[config.mk]
export PLATFORM = sky130hd
export DESIGN_NAME = vector_right_shift_unit
export DESIGN_NICKNAME = d
export VERILOG_FILES = /design/src/rtl/vec_shift_pkg.sv /design/src/rtl/shr_lane_step.sv /design/src/rtl/vector_right_shift_unit.sv
export SDC_FILE = /design/constraint.sdc
export NUM_CORES = 1
export LEC_CHECK = 0
export CAP_MARGIN = 20
export CORE_MARGIN = 5
export CORE_UTILIZATION = 45
export DETAILED_ROUTE_END_ITERATION = 16
export PLACE_DENSITY_LB_ADDON = 0.1
export SLEW_MARGIN = 25
export SYNTH_ARGS = -nofsm -noshare
export SYNTH_HDL_FRONTEND = slang
export SYNTH_HIERARCHICAL = 1
export SYNTH_SLANG_ARGS = --single-unit
[constraint.sdc]
create_clock -name clk -period 1.52 [get_ports clk]
set_input_delay 0.228 -clock clk [delete_from_list [all_inputs] [get_ports clk]]
set_output_delay 0.228 -clock clk [all_outputs]
set_load 0.02 [all_outputs]
[src/rtl/vec_shift_pkg.sv]
// Shared types and defaults for the vector shift units.
package vec_shift_pkg;

  localparam int DEF_WIDTH = 8;
  localparam int DEF_LANES = 4;

  typedef enum logic [1:0] {
    IDLE  = 2'd0,
    SHIFT = 2'd1,
    DONE  = 2'd2
  } vshr_state_e;

  typedef enum logic [1:0] {
    SH_LOGIC = 2'd0,
    SH_ARITH = 2'd1,
    SH_ROT   = 2'd2
  } vshr_mode_e;

endpackage

[src/rtl/shr_lane_step.sv]
// One-bit right step for a single lane; the mode selects the bit that enters the MSB.
module shr_lane_step
  import vec_shift_pkg::*;
#(
  parameter int WIDTH = DEF_WIDTH
) (
  input  logic [WIDTH-1:0] data,
  input  logic [1:0]       mode,
  output logic [WIDTH-1:0] next_data
);

  logic fill;

  always_comb begin
    fill = 1'b0;
    case (mode)
      SH_ARITH: fill = data[WIDTH-1];
      SH_ROT:   fill = data[0];
      default:  fill = 1'b0;
    endcase
    next_data = {fill, data[WIDTH-1:1]};
  end

endmodule

[src/rtl/vector_right_shift_unit.sv]
// Iterative per-lane right shifter, one bit position per cycle, valid/ready on both sides.
// Define VSHR_ROTATE_EN to add the in_rot port and rotate-right mode.
//
// state | meaning
// IDLE  | in_ready high, waiting for an operand
// SHIFT | all lanes step right once per cycle while count runs down
// DONE  | out_valid high, result held until out_ready
module vector_right_shift_unit
  import vec_shift_pkg::*;
#(
  parameter int WIDTH   = DEF_WIDTH,
  parameter int LANES   = DEF_LANES,
  parameter int SHAMT_W = $clog2(WIDTH) + 1
) (
  input  logic                   clk,
  input  logic                   rst,
  input  logic                   in_valid,
  output logic                   in_ready,
  input  logic [LANES*WIDTH-1:0] in_data,
  input  logic [SHAMT_W-1:0]     in_shamt,
  input  logic                   in_arith,
`ifdef VSHR_ROTATE_EN
  input  logic                   in_rot,
`endif
  output logic                   out_valid,
  input  logic                   out_ready,
  output logic [LANES*WIDTH-1:0] out_data
);

  localparam logic [1:0] ST_IDLE  = IDLE;
  localparam logic [1:0] ST_SHIFT = SHIFT;
  localparam logic [1:0] ST_DONE  = DONE;

  logic [1:0]             state;
  logic [SHAMT_W-1:0]     count;
  logic [1:0]             mode;
  logic [LANES*WIDTH-1:0] data_q;
  logic [LANES*WIDTH-1:0] step_data;

  logic [SHAMT_W-1:0]     count_sel;
  logic [1:0]             mode_sel;

  always_comb begin
    count_sel = '0;
    mode_sel  = SH_LOGIC;
`ifdef VSHR_ROTATE_EN
    if (in_rot) begin
      // A full-width rotate is the identity, so only the residue matters.
      count_sel = in_shamt % SHAMT_W'(WIDTH);
      mode_sel  = SH_ROT;
    end else begin
      count_sel = (in_shamt >= SHAMT_W'(WIDTH)) ? SHAMT_W'(WIDTH) : in_shamt;
      mode_sel  = in_arith ? SH_ARITH : SH_LOGIC;
    end
`else
    count_sel = (in_shamt >= SHAMT_W'(WIDTH)) ? SHAMT_W'(WIDTH) : in_shamt;
    mode_sel  = in_arith ? SH_ARITH : SH_LOGIC;
`endif
  end

  for (genvar i = 0; i < LANES; i++) begin : g_lane
    shr_lane_step #(
      .WIDTH(WIDTH)
    ) u_step (
      .data     (data_q[i*WIDTH +: WIDTH]),
      .mode     (mode),
      .next_data(step_data[i*WIDTH +: WIDTH])
    );
  end

  always_ff @(posedge clk) begin
    if (rst) begin
      state  <= ST_IDLE;
      count  <= '0;
      mode   <= SH_LOGIC;
      data_q <= '0;
    end else begin
      case (state)
        ST_IDLE: begin
          if (in_valid) begin
            data_q <= in_data;
            mode   <= mode_sel;
            count  <= count_sel;
            state  <= (count_sel == '0) ? ST_DONE : ST_SHIFT;
          end
        end
        ST_SHIFT: begin
          data_q <= step_data;
          count  <= count - SHAMT_W'(1);
          if (count == SHAMT_W'(1)) state <= ST_DONE;
        end
        ST_DONE: begin
          // Handoff cycle never accepts; in_ready only rises once back in IDLE.
          if (out_ready) state <= ST_IDLE;
        end
        default: state <= ST_IDLE;
      endcase
    end
  end

  assign in_ready  = (state == ST_IDLE);
  assign out_valid = (state == ST_DONE);
  assign out_data  = data_q;

endmodule
==> impl_metrics.toml <==
[timing]
fin_skew_ns = 0.006020
drv_slew = 0
layout_setup_ws_ns = 0.03232
hold_violations = 0
max_freq_ghz = 0.6722
fin_tns_setup_ns = 0
layout_min_cycle_time_ns = 1.488
finalSetupViolCount = 0
rsz0062_at_grt = "no"
finalCritPeriodShare_pct = 97.87

[logic_synthesis]
avgSynthCellArea_um2 = 8.940
syn_inst = 290
synth_area_mm2 = 0.002592
yosys-top-cells-area = "dfxtp_1 (30%), a311oi_2 (17%), buf_4 (11%)"
yosysWarningCount = 6
yosysTopAreaCellShare_pct = 30.12
ys_seq_area_share_pct = 30.12
synthDistinctLibCells = 36
synth_top_flop_cell = "dfxtp_1"
synth.most_common_cell = "nor2_1"
netlist_top_cells_count = "nor2_1 (41), dfxtp_1 (39), buf_4 (38), nand2_1 (38)"
synth.largest_area_cell = "dfxtp_1"
ys_ff_latch = 39
synth_edf_count = 0
async_flop_share_pct = 0

[power]
vdd_ir_drop_max_mv = 0.4521
p_total_mw = 3.074
p_leak_nw = 1.611
powerDensity_mw_per_mm2 = 915.1

[clocking]
path_clk_slew_ns = 0.08
cts-buffers-inserted = 5
cts_hold_buf = 0
htreeDepth = 2
postCtsSetupRepairBufs = 0
cts_root_buffer = "clkbuf_8"
cts_tree = "done"
clock_latency_ns = 0.29
clock_path_buffers = 2
clock_sinks = 39

[routing]
dr.pass1.iters = 4
viasPerCell = 5.041
drcViolationCount = 0
wire_per_inst_um = 13.50
first_iter_violations = 81
wirelength_um = 5618
ant_nets = 0
num_vias = 2097

[critical_path]
cp.required_ns = 1.29
critPathBufInv = 1
end_kind = "output pin"
cp_slowest_stage_delay_ns = 0.61
cp_cell_sequence = "clkdlybuf4s50_1"
cpMaxStageDelayCell = "clkdlybuf4s50_1"
reg2reg_depth = 5
r2r-end = "out_data[23]"
reg2reg_from = "state[0]"
arrival_ns = 1.26
cpLargestDelayFamily = "buffers and inverters"
criticalPathCategory = "flop to output pin"
startpoint_type = "flop"
path_max_fanout = 3
rrSetupSlack_ns = 0.13
endpoint = "out_data[17]"
cp.depth = 1
startpoint = "out_data[17]"

[global_route]
globalRouteOverflowTotal = 0
grt_usage_pct = 15.66
grt_pass1_wl_um = 9418
grt_pass1_vias = 2020
antenna_found_initial = 0
grt_max_degree = 40

[cells_and_area]
area_delta_synth_final_pct = 29.58
layout-drive-gt1-share_pct = 26.74
utilization_pct = 60.64
diodes = 0
layout.nets = 394

[placed_design]
pre_cts_ws_ns = -0.06833
io_buffers = 74
post-dp-hpwl_um = 4059
place_congestion = 0.7765

[worst_hold_path]
hold_class = "primary input to flop"

[die]
coreArea_mm2 = 0.005540
rows = 27
die_y_um = 85.90
start_util_pct = 46.79
dieWidth_um = 85.90
die_area_mm2 = 0.007379
ios = 75

[run]
drv_cap = 0

[status]
status = "completed"
cell families after synthesis:
family,count (synthesis),share of synthesized area [%]
AO/OA/AOI/OAI,51,23.07
adder cells (fa/ha/maj),10,4.826
buffers and inverters,66,18.73
flip-flops,39,30.12
multiplexers,1,0.3861
other,1,0.1446
AND/OR/NAND/NOR,122,22.73
per-stage QoR:
stage	hold WS, ns	area [µm²]	cells
6_report	0.3922	3359	416
2_1_floorplan	0.3755	2619	297
4_1_cts	0.4013	3301	416
3_3_place_gp	0.4964	3228	408
5_1_grt	0.4242	3359	416
3_5_place_dp	0.5007	3228	408
cells in the final DEF (no fill, tap or decap), types with 2 or more instances in the layout:
master and n:
inv_1 12, buf_12 6, a311oi_2 30, nand2_1 38
a311oi_1 2, nor3b_1 3, a22oi_1 5, o21ai_0 2
dlygate4sd2_1 7, dlymetal6s2s_1 23, nand2_2 30, dfxtp_1 38
clkbuf_8 5, clkdlybuf4s50_1 43, ha_1 10, conb_1 8
o21ai_1 3, a21oi_1 4, buf_4 13, clkbuf_1 2
nor2_1 41
report_power, final:
group	leakage, nW	switching [mW]	internal (mW)	total (mW)
clock network	0.0422	0.351	0.322	0.674
logic	1.24	0.587	0.565	1.15
registers	0.324	0.102	1.15	1.25
total	1.61	1.04	2.03	3.07
metal layers:
metal  GRT usage (%)  share of wire (%)  vias to the layer above
met4           4.317               0.71                        0
met5               0                  0                        -
met1           19.45                 46                      990
met3           4.419                6.1                        2
li1                -                  -                     1055
met2           26.42                 48                       50
how the worst min path moves through the flow:
stage	start	endpoint	cells past startpoint
finish	rst	out_data[5]	3
global route	rst	out_data[8]	3
CTS	rst	state[1]	3
detailed placement	out_data[29]	out_data[28]	2
global placement	out_data[29]	out_data[28]	2
floorplan	in_arith	mode[0]	2
state kept, by name (all words and copies together), names as in the netlist:
register / flops
out_data: 32
count: 4
state: 2
mode: 1
timing repair:
action	in CTS	in global routing
setup endpoints to repair	7	24
gates resized for setup	7	24
endpoints found under the hold margin	0	0
cell type report:
type / count / area (µm²)
Clock inverter: 1 / 5.005
Tap cell: 72 / 90.09
Timing Repair Buffer: 93 / 1002
Clock buffer: 7 / 76.32
Fill cell: 505 / 2181
Multi-Input combinational cell: 192 / 1359
Inverter: 12 / 45.04
Sequential cell: 39 / 782.0
(Power assumes the default switching activity.)
